File: config.mk
export PLATFORM = sky130hd
export DESIGN_NAME = ff_pipe
export DESIGN_NICKNAME = d
export VERILOG_FILES = /design/src/rtl/ff_pipe.sv
export SDC_FILE = /design/constraint.sdc
export NUM_CORES = 1
export LEC_CHECK = 0
export ABC_AREA = 1
export CORE_UTILIZATION = 40
export DETAILED_ROUTE_END_ITERATION = 8
export GPL_TIMING_DRIVEN = 0
export SETUP_SLACK_MARGIN = 0.05
export SLEW_MARGIN = 20
export SYNTH_ARGS = -nofsm -noshare
export SYNTH_HDL_FRONTEND = slang
export SYNTH_SLANG_ARGS = --single-unit
File: constraint.sdc
create_clock -name clk -period 1.81 [get_ports clk]
set_clock_uncertainty 0.2 [all_clocks]
set_input_delay 0.362 -clock clk [delete_from_list [all_inputs] [get_ports clk]]
set_output_delay 0.362 -clock clk [all_outputs]
set_load 0.03 [all_outputs]
File: src/rtl/ff_pipe.sv
// ff_pipe: DEPTH-stage enabled data pipeline with per-stage valid bits.
// Bubbles advance the valid chain but never overwrite stage data, so out
// keeps the last valid sample that reached the final stage.
module ff_pipe #(
    parameter int unsigned      WIDTH     = 8,
    parameter int unsigned      DEPTH     = 4,
    parameter logic [WIDTH-1:0] RESET_VAL = '0
) (
    input  logic                       clk,
    input  logic                       rst_n,
    input  logic                       en,
    input  logic                       clr,
    input  logic                       in_valid,
    input  logic [WIDTH-1:0]           in,
    output logic [WIDTH-1:0]           out,
    output logic                       out_valid,
    output logic [$clog2(DEPTH+1)-1:0] occupancy
);

    localparam int unsigned OCC_W = $clog2(DEPTH + 1);
    localparam logic [OCC_W-1:0] OCC_MAX = OCC_W'(DEPTH);

    logic [WIDTH-1:0] d [DEPTH];
    logic [DEPTH-1:0] v;
    logic [OCC_W-1:0] occ_nxt;

    // Occupancy tracks entering minus leaving samples, bounded to 0..DEPTH.
    always_comb begin
        occ_nxt = occupancy;
        if (in_valid && !v[DEPTH-1] && (occupancy != OCC_MAX)) begin
            occ_nxt = occupancy + OCC_W'(1);
        end else if (!in_valid && v[DEPTH-1] && (occupancy != '0)) begin
            occ_nxt = occupancy - OCC_W'(1);
        end
    end

    // Stage registers: reset > clr > en > hold; data moves only behind a valid.
    always_ff @(posedge clk or negedge rst_n) begin
        if (!rst_n) begin
            for (int k = 0; k < DEPTH; k++) begin
                d[k] <= RESET_VAL;
            end
            v         <= '0;
            occupancy <= '0;
        end else if (clr) begin
            for (int k = 0; k < DEPTH; k++) begin
                d[k] <= RESET_VAL;
            end
            v         <= '0;
            occupancy <= '0;
        end else if (en) begin
            v[0] <= in_valid;
            if (in_valid) begin
                d[0] <= in;
            end
            for (int k = 1; k < DEPTH; k++) begin
                v[k] <= v[k-1];
                if (v[k-1]) begin
                    d[k] <= d[k-1];
                end
            end
            occupancy <= occ_nxt;
        end
    end

    // Outputs come straight from the final stage registers.
    assign out       = d[DEPTH-1];
    assign out_valid = v[DEPTH-1];

endmodule
Yosys cells after proc, flatten, opt, wreduce, memory -nomap -nowiden
Index checks and enable logic that the tools add are counted.
{"block": "word_totals", "reg_bits": 39, "elab_cells": 39, "output_inout_bits": 12, "n_memories": 0, "latch_bits": 0, "romBits": 0, "mem_bits_rw": 0}
{"block": "op_classes", "magnitude_cmp": 0, "n_div": 0, "addsub": 2, "mul": 0, "mux": 12, "n_eq_ne": 1, "shifts": 0, "bitwise_logic": 0, "reduce_logical": 18}
{"op": "32-bit 2-to-1 mux", "count": 2}
{"op": "8-bit 2-to-1 mux", "count": 4}
{"op": "3-bit 2-to-1 mux", "count": 4}
{"op": "2-bit AND reduction", "count": 5}
{"op": "2-bit nonzero test", "count": 5}
{"op": "4-bit 2-to-1 mux", "count": 2}
{"op": "3-bit nonzero test", "count": 2}
{"op": "1-bit logical AND", "count": 4}
{"op": "3-bit by 1-bit adder with 3-bit output (second input constant)", "count": 1}
{"op": "3-bit != test (second input constant)", "count": 1}
{"op": "3-bit by 1-bit subtractor with 3-bit output (second input constant)", "count": 1}
{"op": "1-bit zero test", "count": 2}

Depth between registers and ports, before layout
Gate-level depths: netlist of run 1.
{"block": "logic_depth", "ltp_word": 7, "depth_mapped": 9, "mapped_depth_nobuf": 9}

Worst setup path before layout of run 1
Ideal clock, no wire load.
{"block": "synth_path", "path_kind": "register to register", "start": "register occupancy[0]", "end": "register occupancy[2]", "required_ns": 1.488, "path_stages_with_launch": 10, "t_arrival_ns": 1.446, "slack_ns": 0.042, "period_less_slack_ns": 1.768, "path_cell_list": "dfrtp_1 > nor2_1 > nand2_1 > nand2_2 > inv_1 > fa_1 > inv_1 > nand3_1 > nand2_1 > o21ai_1"}
{"block": "synth_via", "elab_chain_cells": 5, "word_cells_on_any_way": 12, "classes_between": "add/sub: 2; eq/ne: 1; mux: 4; reduce/logical: 5"}
{"item": "start, declared", "line": "17", "rtl": "output logic [$clog2(DEPTH+1)-1:0] occupancy"}
{"item": "start signal, assigned", "line": "62", "rtl": "occupancy <= occ_nxt;"}
{"item": "3-bit by 1-bit subtractor with 3-bit output / 3-bit != test (equally long branches)", "line": "33, 30"}
{"item": "3-bit 2-to-1 mux / 1-bit logical AND (equally long branches)", "line": "32, 30"}
{"item": "3-bit 2-to-1 mux", "line": "30", "rtl": "if (in_valid && !v[DEPTH-1] && (occupancy != OCC_MAX)) begin"}
{"item": "3-bit 2-to-1 mux", "line": "51", "rtl": "end else if (en) begin"}
{"item": "3-bit 2-to-1 mux", "line": "45", "rtl": "end else if (clr) begin"}
Parallel ways exist; a longest one is shown, timed or not. The select of a mux whose other input is x is not followed.
A chain may end at the register's enable or synchronous reset.

Worst setup path in the final report of run 1
{"block": "layout_path", "start": "register v[3]", "end": "output out_valid"}
{"item": "start, declared", "line": "24", "rtl": "logic [DEPTH-1:0] v;"}
{"item": "start signal, assigned by index", "line": "57", "rtl": "v[k] <= v[k-1];"}
{"item": "end, declared", "line": "16", "rtl": "output logic out_valid,"}
No word-level cell between the ends.

==> results of run 1 <==
-- area by class of cell --
type	instances	area [um^2]	area share, %
plain buffers	12	98.8	4.68
flip-flops and latches	39	977	46.3
clock buffers	6	72.6	3.44
repair buffers	26	248	11.7
multi-input cells	90	520	24.7
inverters	35	131	6.22
well taps	50	62.6	2.96
-- registers in the layout, summed over array words and instances, names as in the netlist --
| name | cells |
|---|---|
| d | 24 |
| out | 8 |
| v | 4 |
| occupancy | 3 |
-- where the power goes --
group / leakage, uW / internal, uW / total [uW] / switching [uW]
registers: 0.000533 / 899 / 917 / 18.2
logic: 0.000424 / 83.7 / 209 / 125
clock network: 0.0000371 / 256 / 516 / 259
total: 0.000994 / 1240 / 1640 / 402
-- final timing paths --
path	from	endpoint	slack (ns)
worst min-delay path	en	occupancy[1]	0.21
worst min register to register	d[29]	d[29]	0.32
min in group asynchronous	rst_n	out[4]	0.30
max in group asynchronous	rst_n	occupancy[0]	0.68
worst max-delay path	v[3]	out_valid	0.11
worst max register to register	occupancy[0]	occupancy[2]	0.15
-- synthesized netlist by cell type --
cell type	instances	share of area (%)
nand3_2	3	1.7
nor2_4	1	0.66
nand2_4	1	0.66
dfrtp_1	39	57
fa_1	1	1.2
buf_6	3	2.0
o22ai_1	17	6.2
buf_4	8	3.5
o21ai_1	22	6.4
buf_2	1	0.29
nand2_2	3	1.1
nor2_1	2	0.44
nand2_1	17	3.7
inv_2	3	0.66
nand3_4	1	1.0
nand3_1	20	5.8
or2_4	1	0.51
inv_1	32	7.0
o21ai_0	1	0.29
-- layer usage --
metal  track usage (%)  up-vias
met2              26.7       29
met5                 0        -
met4              9.04        0
met3              4.05        6
li1                  -      632
met1              20.4      591
-- worst register-to-register path, cell delays in order (launching register included) --
cell and delay (ns):
dfrtp_2 0.44, nor2_4 0.12, nand2_1 0.07, nand2_2 0.08, inv_1 0.06, fa_2 0.34
inv_1 0.06, nand3_1 0.07, nand2_1 0.06, o21ai_1 0.06
-- logic make-up (layout without fill, tap and decap cells) --
kind of cell,count (synthesis),in the layout,share of synthesized area [%]
adders and majority gates,1,1,1.17
buffers and inverters,47,79,13.4
and+or+nand+nor,49,49,15.7
DFF,39,39,56.9
AOI/OAI and AO/OA,40,40,12.9
-- metrics by stage --
step                      power (uW)  worst slack [ns]
final                           1640             0.112
after global routing            1740            0.0459
after CTS                       1650            0.0664
after detailed placement        1140            -0.282
after global placement          1130            -0.769
after floorplan                 1050            0.0651
-- repair_timing --
action	CTS	global route
setup endpoints to repair	13	2
endpoints found under the hold margin	11	0
pin swaps	0	0
hold buffers	1	0
gates resized for setup	13	4
buffers inserted	0	1
==> flow_metrics.tcl, run 1 <==
set metrics [dict create \
    layout_commonest_cell "dfrtp_1" \
    clockBufferDepth 2 \
    ir_worst_vdd_mv 0.551 \
    initial_core_util_pct 42.3 \
    leakage_uw 0.000994 \
    clkSinkCount 39 \
    grt_pass1_wl_mm 5.51 \
    fin_util_pct 52.0 \
    crit_slowest_cell "dfrtp_1" \
    die-height_um 67.5 \
    path_clk_slew_ns 0.07 \
    place_congestion 0.801 \
    vias 1258 \
    cp.depth 1 \
    dpl_cell_area_mm2 0.00203 \
    syn_nets 190 \
    slew_viol_final 0 \
    min_path_cells 3 \
    final_nets 223 \
    drive_gt1_share_pct 17.3 \
    path_buf_inv 1 \
    status "finished clean" \
    ant_nets 0 \
    synth_seq_cells 39 \
    met1_length_mm 1.42 \
    syn_area_per_cell_um2 9.75 \
    routed-wl-met2_mm 1.49 \
    reg2reg_depth 9 \
    critPathArrivalTime_ns 1.14 \
    cp_max_fo 4 \
    slew_headroom_pct 78.3 \
    cts-root-buf "clkbuf_8" \
    critPathTopFamily "flip-flops" \
    cp_data_required_time_ns 1.25 \
    die-area_mm2 0.00456 \
    port_buffers 23 \
    route.detailed.drc 0 \
    drtIter0Drc 117 \
    die_x_um 67.5 \
    fin_tns_setup_ns 0 \
    place_inst 250 \
    wl_met3_um 121 \
    antenna_found_initial 0 \
    cpPeakStageDelay_ns 0.44 \
    cts_buffers 5 \
    yosys_warnings 0 \
    dpl.hpwl_mm 2.33 \
    io_pins 25 \
    p_per_area_mw_per_mm2 778 \
    grt.overflow.total 0 \
    fmax_mhz 589 \
    critPathKind "flip-flop to output port" \
    worst_pin_slew_ns 0.327 \
    postLayoutCellArea_mm2 0.00211 \
    routedWlPerCell_um 12.0 \
    htree_levels 2 \
    fillers 381 \
    syn_area_mm2 0.00172 \
    cp-start-kind "flip-flop" \
    rows 23 \
    grt_start_max_net_pins 29 \
    drtPass1Iterations 4 \
    layout_common_cells "dfrtp_1, inv_1, o21ai_1" \
    grt_pass1_vias 1244 \
    period_minus_slack_ns 1.70 \
    n_antenna_cell 0 \
    viasPerCell 4.88 \
    insertion_delay_ns 0.28 \
    syn_to_final_growth_pct 23.0 \
    tritoncts "yes" \
    cp_cell_sequence "clkdlybuf4s15_1" \
    grt_usage_pct 16.6 \
    max_cap_viol_count 0 \
    hold_violations 0 \
    hold_class "input pin to flip-flop" \
    setup_viol 0 \
    synthCells 176 \
    hold_slack_ns 0.206 \
    layout.cells.non_filler 258 \
    end_kind "output port" \
    coreArea_mm2 0.00406 \
    top_layer "met4" \
    seq_area_frac_synth_pct 56.9 \
    min_period_over_period_pct 93.8 \
    rsz0062_at_grt "true" \
    drt_wl_total_mm 3.09 \
    ys_types 19 \
]
No activity file was read; power rests on OpenSTA's default activity.
==> run 2, diff against run 1 <==
Clock period 1.81 ns to 1.65 ns, I/O delays scaled along.
==> run 2 against run 1 <==
  * First-iteration DRC count decreased by 49%
  * Non-clock buffer count increased by 6
  * Critical path depth is the same
  * Hold slack lost 0.053 ns
  * Count of clock-buffer cells in the layout is 1 higher
  * Sequential power is 10% higher
  * Clock power grew 13%
  * Combinational power is 37% higher
  * Wire length increased by 2.3%
  * Via count grew 1.4%
  * Register-to-register slack got worse by 0.13 ns
  * Largest cell class unchanged
  * Highest routed layer unchanged
==> flow_metrics.tcl, run 2 (synthesized netlist as in run 1, its figures left out) <==
set metrics [dict create \
    rsz0062_at_grt "true" \
    cts-root-buf "clkbuf_8" \
    cpPeakStageDelay_ns 0.41 \
    die-height_um 67.5 \
    layout_common_cells "dfrtp_1, inv_1, o21ai_1" \
    period_minus_slack_ns 1.64 \
    hold_class "input pin to flip-flop" \
    die_x_um 67.5 \
    syn_to_final_growth_pct 25.8 \
    max_cap_viol_count 0 \
    fillers 372 \
    ant_nets 0 \
    netSwitchingFraction_pct 24.8 \
    p_int_uw 1410 \
    critPathArrivalTime_ns 1.11 \
    n_antenna_cell 0 \
    cts_buffers 5 \
    multi_input_area_um2 531 \
    status "finished clean" \
    end_kind "output port" \
    critPathKind "flip-flop to output port" \
    p_per_area_mw_per_mm2 868 \
    cp_cell_sequence "dlygate4sd2_1" \
    drt_wl_total_mm 3.17 \
    grt_start_max_net_pins 25 \
    worstHoldStart "en" \
    ff_latch_area_um2 980 \
    dpl_cell_area_mm2 0.00204 \
    leakage_uw 0.000999 \
    regMostFlops "d" \
    reg2reg_from "occupancy[1]" \
    reg2reg_depth 9 \
    dpl.hpwl_mm 2.38 \
    rows 23 \
    grt_pass1_wl_mm 5.63 \
    initial_core_util_pct 42.3 \
    htree_levels 2 \
    die-area_mm2 0.00456 \
    hold_violations 0 \
    rr_endpoint "occupancy[2]" \
    drtPass1Iterations 4 \
    postLayoutCellArea_mm2 0.00216 \
    antenna_found_initial 0 \
    min_path_cells 3 \
    crit_slowest_cell "dfrtp_2" \
    place_congestion 0.799 \
    io_pins 25 \
    vias 1276 \
    critPathTopFamily "flip-flops" \
    routedWlPerCell_um 11.9 \
    share_comb_of_total_power_pct 15.2 \
    switchingPower_uw 466 \
    fin_tns_setup_ns 0 \
    worst_pin_slew_ns 0.407 \
    grt_pass1_vias 1268 \
    slew_viol_final 0 \
    cp_data_required_time_ns 1.12 \
    setup_viol 0 \
    cp_max_fo 4 \
    clkPwrFrac_pct 31.1 \
    cp-start-kind "flip-flop" \
    ir_worst_vdd_mv 0.534 \
    tritoncts "yes" \
    drtIter0Drc 60 \
    hold_end "occupancy[2]" \
    port_buffers 23 \
    clockBufferDepth 2 \
    slew_headroom_pct 72.9 \
    layout_commonest_cell "dfrtp_1" \
    path_clk_slew_ns 0.08 \
    coreArea_mm2 0.00406 \
    grt_usage_pct 16.8 \
    drive_gt1_share_pct 27.4 \
    path_buf_inv 1 \
    min_period_over_period_pct 99.3 \
    hold_slack_ns 0.154 \
    seqPwrFrac_pct 53.7 \
    viasPerCell 4.82 \
    largest_register_ffs 24 \
    total_power_uw 1880 \
    grt.overflow.total 0 \
    route.detailed.drc 0 \
    final_nets 229 \
    ff2ff_setup_slack_ns 0.02 \
    clkSinkCount 39 \
    insertion_delay_ns 0.28 \
    fmax_mhz 610 \
]
[run 2: cell count changes in the layout (fill, tap and decap cells not counted), sizes merged]
cell / change
buf: +15
clkdlybuf4s15: +1
clkbuf: +1
dlygate4sd2: -10
[run 2: area by class of cell]
class | count | share of cell area (%)
clock buffers | 7 | 3.53
well taps | 50 | 2.90
multi-input cells | 90 | 24.6
flip-flops and latches | 39 | 45.4
inverters | 35 | 6.08
repair buffers | 32 | 13.0
plain buffers | 12 | 4.58
[run 2: worst max-delay path by stage]
| stage | slack [ns] | startpoint | depth (start not counted) | to |
|---|---|---|---|---|
| 2_1_floorplan | -0.02 | occupancy[1] | 6 | occupancy[1] |
| 3_3_place_gp | -0.93 | rst_n | 1 | occupancy[1] |
| 3_5_place_dp | -0.37 | in_valid | 7 | occupancy[1] |
| 4_1_cts | -0.001 | occupancy[0] | 9 | occupancy[2] |
| 5_1_grt | -0.03 | occupancy[1] | 11 | occupancy[0] |
| 6_report | 0.01 | occupancy[0] | 1 | occupancy[0] |
[run 2: power by group through the flow]
stage / sequential (uW) / clock, uW / combinational [uW]
after detailed placement: 1020 / 0 / 233
after floorplan: 1040 / 0 / 120
after CTS: 1000 / 601 / 282
after global placement: 1020 / 0 / 218
final: 1010 / 583 / 286
after global routing: 1010 / 648 / 316
[run 2: metal layers]
layer | track usage, % | vias to the layer above | routed length [um]
li1 | - | 646 | -
met1 | 20.2 | 599 | 1430
met5 | 0 | - | 0
met4 | 7.71 | 0 | 44
met3 | 3.55 | 5 | 101
met2 | 28.7 | 26 | 1590
[run 2: metrics by stage]
| step | cells | setup WS [ns] | util (%) |
|---|---|---|---|
| after floorplan | 176 | -0.0217 | - |
| after global placement | 249 | -0.931 | 49.7 |
| after detailed placement | 250 | -0.370 | 50.3 |
| after CTS | 265 | -0.00107 | 54.1 |
| after global routing | 265 | -0.0339 | 53.2 |
| final | 265 | 0.0112 | 53.2 |
[run 2: timing repair]
item,CTS,global route
buffers inserted,7,0
hold endpoints to repair,15,0
resized for setup,44,17
hold buffers,1,0
endpoints found under the setup margin,14,13
pin swaps,8,2
==> run 3, diff against run 2 <==
Settings changed: CAP_MARGIN set to 20, CORE_UTILIZATION 40 to 53, PLACE_DENSITY set to 0.78.
==> run 3 against run 2 <==
  * The flow now finishes with violations (negative setup slack)
  * Clock power increased by 12%
  * Non-clock buffer count increased by 4
  * Global-route usage is 7.0 points higher
  * Combinational power decreased by 6%
  * Sequential share of layout area down 1.1 points
  * First-iteration DRC count unchanged
  * Hold slack lost 0.063 ns
  * Die area down 24%
  * Register-to-register slack worse by 0.05 ns
  * Critical endpoint is now occupancy[2]
  * Largest power group unchanged
==> flow_metrics.tcl, run 3 (synthesized netlist as in run 1, its figures left out) <==
set metrics [dict create \
    layout_common_cells "dfrtp_1, inv_1, o21ai_1" \
    top_layer "met4" \
    path_buf_inv 2 \
    route.detailed.drc 0 \
    fillers 229 \
    coreArea_mm2 0.00305 \
    port_buffers 23 \
    insertion_delay_ns 0.35 \
    die-height_um 58.9 \
    setup_ws_ns -0.0305 \
    fmax_mhz 595 \
    setup_viol 1 \
    layout_commonest_cell "dfrtp_1" \
    grt_usage_pct 23.9 \
    dpl.hpwl_mm 2.39 \
    critPathKind "flip-flop to flip-flop" \
    grt_pass1_wl_mm 5.97 \
    max_cap_viol_count 0 \
    drtPass1Iterations 4 \
    antenna_found_initial 0 \
    clkSinkCount 39 \
    total_power_uw 1930 \
    path_clk_slew_ns 0.12 \
    cp_max_fo 2 \
    die-area_mm2 0.00347 \
    tritoncts "yes" \
    regMostFlops "d" \
    drtIter0Drc 60 \
    cp_data_required_time_ns 1.71 \
    cts_buffers 5 \
    fin_tns_setup_ns -0.0305 \
    syn_to_final_growth_pct 28.7 \
    status "finished with violations" \
    die_x_um 58.9 \
    ir_worst_vdd_mv 0.619 \
    critPathArrivalTime_ns 1.74 \
    min_period_over_period_pct 102 \
    critPathTopFamily "flip-flops" \
    crit_slowest_cell "dfrtp_2" \
    cp-start-kind "flip-flop" \
    rsz0062_at_grt "true" \
    leakage_uw 0.00104 \
    hold_class "input pin to flip-flop" \
    io_pins 25 \
    slew_headroom_pct 82.2 \
    routed-wl-met2_mm 1.85 \
    grt_start_max_net_pins 31 \
    drt_wl_total_mm 3.51 \
    worst_pin_slew_ns 0.267 \
    grt.overflow.total 0 \
    met1_length_mm 1.43 \
    initial_core_util_pct 56.2 \
    cp_cell_sequence "nor2_4, nand2_2, nand2_2, inv_2, fa_2, inv_2, nand3_2, nand2_1, o21ai_1" \
    cts-root-buf "clkbuf_4" \
    p_per_area_mw_per_mm2 871 \
    wl_met3_um 135 \
    drive_gt1_share_pct 30.0 \
    n_antenna_cell 0 \
    grt_pass1_vias 1358 \
    hold_violations 0 \
    rows 20 \
    slew_viol_final 0 \
    largest_register_ffs 24 \
    ff_latch_area_um2 978 \
    vias 1326 \
    period_minus_slack_ns 1.68 \
    cpPeakStageDelay_ns 0.45 \
    place_congestion 0.686 \
    final_nets 233 \
    ant_nets 0 \
    end_kind "flip-flop" \
    htree_levels 2 \
    multi_input_area_um2 528 \
    clockBufferDepth 2 \
    routedWlPerCell_um 13.3 \
    violations "negative setup slack" \
    viasPerCell 5.02 \
]
run 3: changes by cell type in the layout (fill, tap and decap cells not counted), sizes merged, moves of 2 or more:
cell / change
clkdlybuf4s15: -2
dlygate4sd2: -2
clkinv: +2
clkbuf: -2
buf: +7
run 3: timing repair:
action / 4_1_cts / 5_1_grt
hold buffers: 1 / 0
pin swaps: 2 / 0
endpoints found under the setup margin: 14 / 11
buffers inserted: 5 / 6
cloned: 0 / 0
hold endpoints to repair: 39 / 0
resized for setup: 62 / 29
run 3: tightest hold or removal path, delay by kind of cell:
family,cells,cell delay (ns)
buffers and inverters,1,0.12
and+or+nand+nor,1,0.11
AOI/OAI and AO/OA,1,0.06
run 3: stage by stage:
| step | cell area [um^2] | setup WS [ns] | std cells | hold slack (ns) | util, % |
|---|---|---|---|---|---|
| final | 2210 | -0.0305 | 264 | 0.0907 | 72.4 |
| after global routing | 2210 | -0.0801 | 264 | 0.0853 | 72.4 |
| after CTS | 2100 | -0.0384 | 258 | 0.0678 | 68.7 |
| after detailed placement | 2020 | -0.395 | 244 | 0.0107 | 66.3 |
| after global placement | 2010 | -0.861 | 243 | 0.290 | 65.8 |
| after floorplan | 1720 | -0.0217 | 176 | -0.166 | - |
run 3: cell type report:
type	instances	share of cell area, %
Buffer	12	4.47
Clock buffer	5	1.70
Clock inverter	3	1.98
Inverter	35	5.95
Multi-Input combinational cell	90	23.9
Sequential cell	39	44.3
Tap cell	44	2.49
Timing Repair Buffer	36	15.2
run 3: power by group:
part | switching, uW | internal [uW] | leakage [uW]
registers | 17.6 | 986 | 0.000531
clock network | 335 | 319 | 0.0000452
logic | 156 | 111 | 0.000460
total | 509 | 1420 | 0.00104
run 3: path summary, 6_finish.rpt:
kind                           endpoint  slack [ns]          from  cells after the start
max in group asynchronous          v[0]        0.67         rst_n                      3
min in group asynchronous        out[4]        0.15         rst_n                      2
max                        occupancy[2]       -0.03  occupancy[0]                      9
max reg2reg                occupancy[2]       -0.03  occupancy[0]                      9
min reg2reg                      out[3]        0.34         d[11]                      2
min                        occupancy[0]        0.09            en                      3
run 3: routing by layer:
layer,GRT usage [%],vias up
met5,0,-
met4,12.6,0
met3,7.25,11
met2,40.9,31
met1,26.6,628
li1,-,656
